**config.mk**
```make
export PLATFORM = sky130hd
export DESIGN_NAME = hilo_mdu_flat
export DESIGN_NICKNAME = d
export VERILOG_FILES = /design/src/rtl/hilo_mdu_if.sv /design/src/rtl/hilo_mdu.sv /design/src/flat_wrapper.sv
export SDC_FILE = /design/constraint.sdc
export NUM_CORES = 2
export LEC_CHECK = 0
export ABC_AREA = 1
export ABC_CLOCK_PERIOD_IN_PS = 9900
export BUFFER_PORTS_ARGS = -buffer_cell sky130_fd_sc_hd__buf_2
export CAP_MARGIN = 10
export CORE_MARGIN = 3
export CORE_UTILIZATION = 53
export CTS_CLUSTER_SIZE = 12
export DETAILED_ROUTE_END_ITERATION = 10
export PLACE_DENSITY = 0.8
export RECOVER_POWER = 25
export SKIP_CTS_REPAIR_TIMING = 1
export SYNTH_ARGS = -nofsm -noshare
export SYNTH_HDL_FRONTEND = slang
export SYNTH_SLANG_ARGS = --single-unit
```
**constraint.sdc**
```tcl
create_clock -name clk -period 9.9 [get_ports clk]
set_input_delay 0.495 -clock clk [delete_from_list [all_inputs] [get_ports clk]]
set_output_delay 0.495 -clock clk [all_outputs]
set_load 0.02 [all_outputs]
```
**src/rtl/hilo_mdu_if.sv**
```systemverilog
// EX-stage connection to the HI/LO multiply/divide unit: instruction fields in,
// stall request, MF read data and HI/LO state out.
interface hilo_mdu_if #(
    parameter int WIDTH = 32
);
    logic             valid_i;
    logic [5:0]       op_i;
    logic [5:0]       funct_i;
    logic [WIDTH-1:0] rs_val_i;
    logic [WIDTH-1:0] rt_val_i;
    logic             flush_i;
    logic             stall_o;
    logic [WIDTH-1:0] mf_data_o;
    logic [WIDTH-1:0] hi_o;
    logic [WIDTH-1:0] lo_o;

    modport master (
        output valid_i, op_i, funct_i, rs_val_i, rt_val_i, flush_i,
        input  stall_o, mf_data_o, hi_o, lo_o
    );

    modport slave (
        input  valid_i, op_i, funct_i, rs_val_i, rt_val_i, flush_i,
        output stall_o, mf_data_o, hi_o, lo_o
    );
endinterface

```
**src/rtl/hilo_mdu.sv**
```systemverilog
// HI/LO multiply/divide unit for the EX stage: fixed-latency multiply,
// one-bit-per-cycle restoring divide, MTHI/MTLO writes and MFHI/MFLO reads.
module hilo_mdu #(
    parameter int WIDTH   = 32,
    parameter int MUL_LAT = 3
) (
    input  logic      clk,
    input  logic      rst,
    hilo_mdu_if.slave bus
);
    localparam logic [5:0] F_MFHI  = 6'b010000;
    localparam logic [5:0] F_MTHI  = 6'b010001;
    localparam logic [5:0] F_MFLO  = 6'b010010;
    localparam logic [5:0] F_MTLO  = 6'b010011;
    localparam logic [5:0] F_MULT  = 6'b011000;
    localparam logic [5:0] F_MULTU = 6'b011001;
    localparam logic [5:0] F_DIV   = 6'b011010;
    localparam logic [5:0] F_DIVU  = 6'b011011;
    localparam int CNT_MAX = (WIDTH > MUL_LAT) ? WIDTH : MUL_LAT;
    localparam int CNT_W   = $clog2(CNT_MAX + 1);

    typedef enum logic [1:0] {IDLE, BUSY, DONE} state_t;

    state_t           state;
    logic [CNT_W-1:0] cnt;
    logic [WIDTH-1:0] hi_q, lo_q;

    logic [WIDTH-1:0] mul_a, mul_b;
    logic             sgn_q, div_q, neg_quo, neg_rem;
    logic [WIDTH-1:0] rem_q, quo_q, dvs_q;

    logic [WIDTH:0]     shifted;
    logic               fit;
    logic [WIDTH-1:0]   rem_n, quo_n;
    logic [2*WIDTH-1:0] prod;

    logic r_type, is_mul, is_div, is_sgn, mt_hi, mt_lo, mf_hi, mf_lo;
    logic live, accept, div_zero;

    function automatic logic [2*WIDTH-1:0] mul_full(input logic [WIDTH-1:0] a,
                                                    input logic [WIDTH-1:0] b,
                                                    input logic sgn);
        logic signed [2*WIDTH-1:0] ae, be;
        ae = sgn ? {{WIDTH{a[WIDTH-1]}}, a} : {{WIDTH{1'b0}}, a};
        be = sgn ? {{WIDTH{b[WIDTH-1]}}, b} : {{WIDTH{1'b0}}, b};
        return ae * be;
    endfunction

    function automatic logic [WIDTH-1:0] magnitude(input logic [WIDTH-1:0] a, input logic sgn);
        return (sgn && a[WIDTH-1]) ? (~a + 1'b1) : a;
    endfunction

    function automatic logic [WIDTH-1:0] apply_sign(input logic [WIDTH-1:0] v, input logic neg);
        return neg ? (~v + 1'b1) : v;
    endfunction

    assign r_type = (bus.op_i == 6'b000000);
    assign is_mul = r_type && (bus.funct_i == F_MULT || bus.funct_i == F_MULTU);
    assign is_div = r_type && (bus.funct_i == F_DIV || bus.funct_i == F_DIVU);
    assign is_sgn = (bus.funct_i == F_MULT) || (bus.funct_i == F_DIV);
    assign mt_hi  = r_type && (bus.funct_i == F_MTHI);
    assign mt_lo  = r_type && (bus.funct_i == F_MTLO);
    assign mf_hi  = r_type && (bus.funct_i == F_MFHI);
    assign mf_lo  = r_type && (bus.funct_i == F_MFLO);

    assign live     = bus.valid_i && !bus.flush_i && (state == IDLE);
    assign accept   = live && (is_mul || is_div);
    assign div_zero = is_div && (bus.rt_val_i == '0);

    // A flush in BUSY releases the pipeline in the same cycle it is seen.
    assign bus.stall_o   = !rst && (accept || (state == BUSY && !bus.flush_i));
    assign bus.mf_data_o = (rst || !bus.valid_i) ? '0 :
                           mf_hi ? hi_q : (mf_lo ? lo_q : '0);
    assign bus.hi_o = hi_q;
    assign bus.lo_o = lo_q;

    always_comb begin
        shifted = {rem_q, quo_q[WIDTH-1]};
        fit     = (shifted >= {1'b0, dvs_q});
        rem_n   = fit ? WIDTH'(shifted - {1'b0, dvs_q}) : shifted[WIDTH-1:0];
        quo_n   = {quo_q[WIDTH-2:0], fit};
        prod    = mul_full(mul_a, mul_b, sgn_q);
    end

    // Operand and divide working registers: loaded on accept, no reset needed.
    always_ff @(posedge clk) begin
        if (accept) begin
            mul_a   <= bus.rs_val_i;
            mul_b   <= bus.rt_val_i;
            sgn_q   <= is_sgn;
            div_q   <= is_div;
            neg_quo <= is_sgn && (bus.rs_val_i[WIDTH-1] ^ bus.rt_val_i[WIDTH-1]);
            neg_rem <= is_sgn && bus.rs_val_i[WIDTH-1];
            rem_q   <= '0;
            quo_q   <= magnitude(bus.rs_val_i, is_sgn);
            dvs_q   <= magnitude(bus.rt_val_i, is_sgn);
        end else if (state == BUSY && div_q) begin
            rem_q <= rem_n;
            quo_q <= quo_n;
        end
    end

    always_ff @(posedge clk) begin
        if (rst) begin
            state <= IDLE;
            cnt   <= '0;
            hi_q  <= '0;
            lo_q  <= '0;
        end else begin
            case (state)
                IDLE: begin
                    if (accept && div_zero) begin
                        hi_q  <= bus.rs_val_i;
                        lo_q  <= '1;
                        state <= DONE;
                    end else if (accept) begin
                        cnt   <= is_div ? CNT_W'(WIDTH) : CNT_W'(MUL_LAT);
                        state <= BUSY;
                    end else if (live && mt_hi) begin
                        hi_q <= bus.rs_val_i;
                    end else if (live && mt_lo) begin
                        lo_q <= bus.rs_val_i;
                    end
                end
                BUSY: begin
                    if (bus.flush_i) begin
                        cnt   <= '0;
                        state <= IDLE;
                    end else begin
                        cnt <= cnt - CNT_W'(1);
                        if (cnt == CNT_W'(1)) begin
                            state <= DONE;
                            // The divide's last quotient bit is formed in this same cycle.
                            if (div_q) begin
                                hi_q <= apply_sign(rem_n, neg_rem);
                                lo_q <= apply_sign(quo_n, neg_quo);
                            end else begin
                                hi_q <= prod[2*WIDTH-1:WIDTH];
                                lo_q <= prod[WIDTH-1:0];
                            end
                        end
                    end
                end
                DONE:    state <= IDLE;
                default: state <= IDLE;
            endcase
        end
    end
endmodule

```
**src/flat_wrapper.sv**
```systemverilog
// flat-port wrapper written by rule: the top's interface ports become plain ports
module hilo_mdu_flat 
#(
    parameter int WIDTH   = 32,
    parameter int MUL_LAT = 3
)
  (clk, rst, bus_valid_i, bus_op_i, bus_funct_i, bus_rs_val_i, bus_rt_val_i, bus_flush_i, bus_stall_o, bus_mf_data_o, bus_hi_o, bus_lo_o);
  hilo_mdu_if #(.WIDTH(WIDTH)) bus_i ();
  input  logic clk;
  input  logic rst;
  input wire logic [$bits(bus_i.valid_i)-1:0] bus_valid_i;
  input wire logic [$bits(bus_i.op_i)-1:0] bus_op_i;
  input wire logic [$bits(bus_i.funct_i)-1:0] bus_funct_i;
  input wire logic [$bits(bus_i.rs_val_i)-1:0] bus_rs_val_i;
  input wire logic [$bits(bus_i.rt_val_i)-1:0] bus_rt_val_i;
  input wire logic [$bits(bus_i.flush_i)-1:0] bus_flush_i;
  output wire logic [$bits(bus_i.stall_o)-1:0] bus_stall_o;
  output wire logic [$bits(bus_i.mf_data_o)-1:0] bus_mf_data_o;
  output wire logic [$bits(bus_i.hi_o)-1:0] bus_hi_o;
  output wire logic [$bits(bus_i.lo_o)-1:0] bus_lo_o;
  assign bus_i.valid_i = bus_valid_i;
  assign bus_i.op_i = bus_op_i;
  assign bus_i.funct_i = bus_funct_i;
  assign bus_i.rs_val_i = bus_rs_val_i;
  assign bus_i.rt_val_i = bus_rt_val_i;
  assign bus_i.flush_i = bus_flush_i;
  assign bus_stall_o = bus_i.stall_o;
  assign bus_mf_data_o = bus_i.mf_data_o;
  assign bus_hi_o = bus_i.hi_o;
  assign bus_lo_o = bus_i.lo_o;
  hilo_mdu #(.WIDTH(WIDTH), .MUL_LAT(MUL_LAT)) u_core (.clk(clk), .rst(rst), .bus(bus_i));
endmodule
```
==> impl_metrics.json <==
{
  "power_mw": 2.57,
  "gp_congestion": 1.07,
  "grt_max_degree": 65,
  "layout-drive-gt1-share_pct": 5.07,
  "ctsRootBufferMaster": "clkbuf_16",
  "maxCapViolCount": 0,
  "startpoint_type": "flop",
  "synth-compound-area-share_pct": 5.31,
  "slew_viol_final": 0,
  "leakagePower_nw": 39.6,
  "rr_worst_depth": 29,
  "io_buffer_count": 176,
  "grt_first_pass_wirelength_microns": 340000,
  "post-route-period-util_pct": 97.4,
  "powerDensity_mw_per_mm2": 36.8,
  "cpLargestDelayFamily": "adder cells",
  "final.min_clock_period_ns": 9.65,
  "slew-limit-headroom_pct": 13.6,
  "cts_max_level": 1,
  "synth_xor_area_share_pct": 2.12,
  "cts_made_buffers": 30,
  "crit_top_cell": "fa_1",
  "first_pass_iters": 6,
  "synthSimpleGateAreaFrac_pct": 16.4,
  "yosysWarnings": 0,
  "fin_area_sq_mm": 0.0698,
  "synth_edf_count": 131,
  "ys.flop_type": "edfxtp_1",
  "cp_max_fo": 18,
  "final_common_cell": "inv_1",
  "status": "finished clean",
  "path_clk_slew_ns": 0.07,
  "gr-total-overflow": 0,
  "die_h_microns": 358,
  "synth-seq-cells": 235,
  "start_util_pct": 53.7,
  "worstMarginPinSlew_ns": 1.28,
  "synth_top_family_by_area": "adder cells",
  "drt_iter0_markers": 6356,
  "cp-end-kind": "flop",
  "postSynthAreaPerCell_sq_um": 7.91,
  "dpl_cell_area_sq_mm": 0.0688,
  "nets": 10200,
  "setup_viol": 0,
  "synthMuxAreaShare_pct": 0,
  "min_to": "u_core.mul_b[9]$_DFFE_PP_",
  "die_w_microns": 358,
  "synthAdderAreaFrac_pct": 50.7,
  "reg2reg_to": "u_core.bus.hi_o[20]$_SDFFE_PP0P_",
  "r2r_setup_slack_ns": 0.25,
  "syn_to_final_growth_pct": 6.19,
  "synth_cells": 8311,
  "core_area_sq_mm": 0.123,
  "min-delay-path-class": "in2reg",
  "wl_microns": 220000,
  "cts_tree": "done",
  "fp-row-count": 128,
  "worstHoldStart": "bus_rt_val_i[9]",
  "drtAntennaViolNets": 0,
  "dp_hpwl_microns": 187000,
  "multi_input_area_sq_mm": 0.0490,
  "finalClockSkew_ns": 0.0482,
  "grt_usage_pct": 35.2,
  "finalWorstSetupSlack_ns": 0.254,
  "fin_cells": 10000,
  "async_reset_ff_share_pct": 0,
  "yosysSeqAreaShare_pct": 9.15,
  "timing.fmax_ghz": 0.104,
  "crit_type": "reg2reg",
  "antenna_found_initial": 6,
  "place_ws_ns": 0.325,
  "cts_sinks": 235,
  "via_count": 54900,
  "grt_pass1_vias": 57300,
  "n_fill_cell": 11000,
  "vdd_ir_drop_max_v": 0.000151,
  "synth_cell_types": 62,
  "seq_area_sq_mm": 0.00602,
  "insertion_delay_ns": 0.63,
  "drc": 0,
  "synth_area_sq_mm": 0.0657,
  "mostFrequentLayoutCells": "2484 x inv_1, 1890 x nand2_1, 1418 x fa_1, 386 x ha_1, 336 x nor2_1",
  "cpPeakStageDelay_ns": 0.98,
  "die-area_sq_mm": 0.128,
  "path_buf_inv": 5,
  "cp.arrival_ns": 10.13,
  "clockBufferDepth": 3,
  "cp_slowest_cell": "edfxtp_1",
  "boundaryPins": 177,
  "viasPerCell": 5.48,
  "syn_nets": 10200,
  "hold_depth": 1,
  "avgRoutedWirePerCell_microns": 22.0,
  "final_hold_viol_count": 0,
  "timing.rr.start": "u_core.mul_a[30]$_DFFE_PP_",
  "dpl.cell_count": 9930,
  "cp.required_ns": 10.38
}
synth_stat cells, types with 5 or more instances:
library cell	count	area, sq um
nand2b_1	15	93.8
dfxtp_1	104	2080
nand2_4	5	56.3
and2_1	5	31.3
o211ai_1	17	128
xor2_1	89	780
buf_1	7	26.3
xnor2_1	70	613
nand2_1	1892	7100
o21ai_1	17	85.1
a31oi_1	32	200
nand4_1	31	194
nand3b_1	12	90.1
or2_2	22	138
ha_1	386	4830
nor4_1	12	75.1
edfxtp_1	131	3930
nor2_2	14	87.6
inv_1	2485	9330
a21o_1	7	52.6
o31ai_1	6	45.0
o22ai_1	35	219
clkinv_1	5	18.8
nand2_2	34	213
o21bai_1	8	60.1
o221ai_1	10	87.6
buf_2	15	75.1
a21oi_1	258	1290
a211oi_1	7	52.6
nor2_4	6	67.6
o21ai_0	201	1010
nor3b_1	5	37.5
a221oi_1	5	43.8
buf_6	6	67.6
nor3_1	51	255
fa_1	1422	28500
inv_2	15	56.3
nor2_1	337	1260
clkbuf_1	319	1200
nand3_1	165	826
nand3_2	8	80.1
metal layers:
layer | vias up | wire length, microns | GRT usage [%]
met2 | 3411 | 94600 | 53.5
li1 | 23900 | - | -
met5 | - | 44 | 0
met1 | 26900 | 81200 | 45.9
met4 | 6 | 13200 | 16.0
met3 | 633 | 31400 | 11.5
power breakdown:
part | switching [mW] | total, mW | internal [mW]
clock network | 0.504 | 1.13 | 0.625
registers | 0.00184 | 1.03 | 1.03
logic | 0.293 | 0.413 | 0.120
worst max-delay path by stage:
stage                     cells past startpoint  slack [ns]                               end                       start
after floorplan                              35        0.84  u_core.bus.hi_o[21]$_SDFFE_PP0P_  u_core.mul_a[31]$_DFFE_PP_
after global placement                       33        0.29  u_core.bus.hi_o[20]$_SDFFE_PP0P_  u_core.mul_b[15]$_DFFE_PP_
after detailed placement                     33        0.32  u_core.bus.hi_o[20]$_SDFFE_PP0P_  u_core.mul_b[15]$_DFFE_PP_
after CTS                                    32        0.29   u_core.bus.hi_o[9]$_SDFFE_PP0P_  u_core.mul_b[15]$_DFFE_PP_
after global routing                         34      -0.002  u_core.bus.hi_o[28]$_SDFFE_PP0P_      u_core.sgn_q$_DFFE_PP_
final                                        29        0.25  u_core.bus.hi_o[20]$_SDFFE_PP0P_  u_core.mul_a[30]$_DFFE_PP_
cell families (layout without fill, tap and decap cells):
| logic type | after synthesis | after routing |
|---|---|---|
| simple gates | 2627 | 2627 |
| buf+inv | 2854 | 2921 |
| other cells | 0 | 2 |
| fa+ha+maj | 1808 | 1808 |
| flops | 235 | 235 |
| xor+xnor | 159 | 159 |
| compound gates | 628 | 628 |
flip-flops by register name, indices dropped and copies added (netlist names):
register,count
u_core.quo_q,32
u_core.bus.hi_o,32
u_core.bus.lo_o,32
u_core.state,2
u_core.neg_rem,1
u_core.mul_a,32
u_core.rem_q,32
u_core.cnt,6
u_core.dvs_q,32
u_core.sgn_q,1
u_core.neg_quo,1
u_core.mul_b,31
u_core.div_q,1
layout make-up:
class	instances	share of cell area (%)
Clock buffer	44	1.22
Sequential cell	235	8.62
Multi-Input combinational cell	5222	70.1
Inverter	2506	13.5
Antenna cell	2	0.00717
Clock inverter	11	0.149
Tap cell	1625	2.91
Timing Repair Buffer	360	3.48
metrics by stage:
step           hold WS [ns]  utilization (%)  TNS [ns]
4_1_cts               0.107             56.9         0
3_5_place_dp          0.472             56.1         0
2_1_floorplan         0.465                -         0
5_1_grt               0.214             57.0  -0.00215
6_report              0.215             57.0         0
3_3_place_gp          0.472             56.1         0
(Power assumes the default switching activity.)
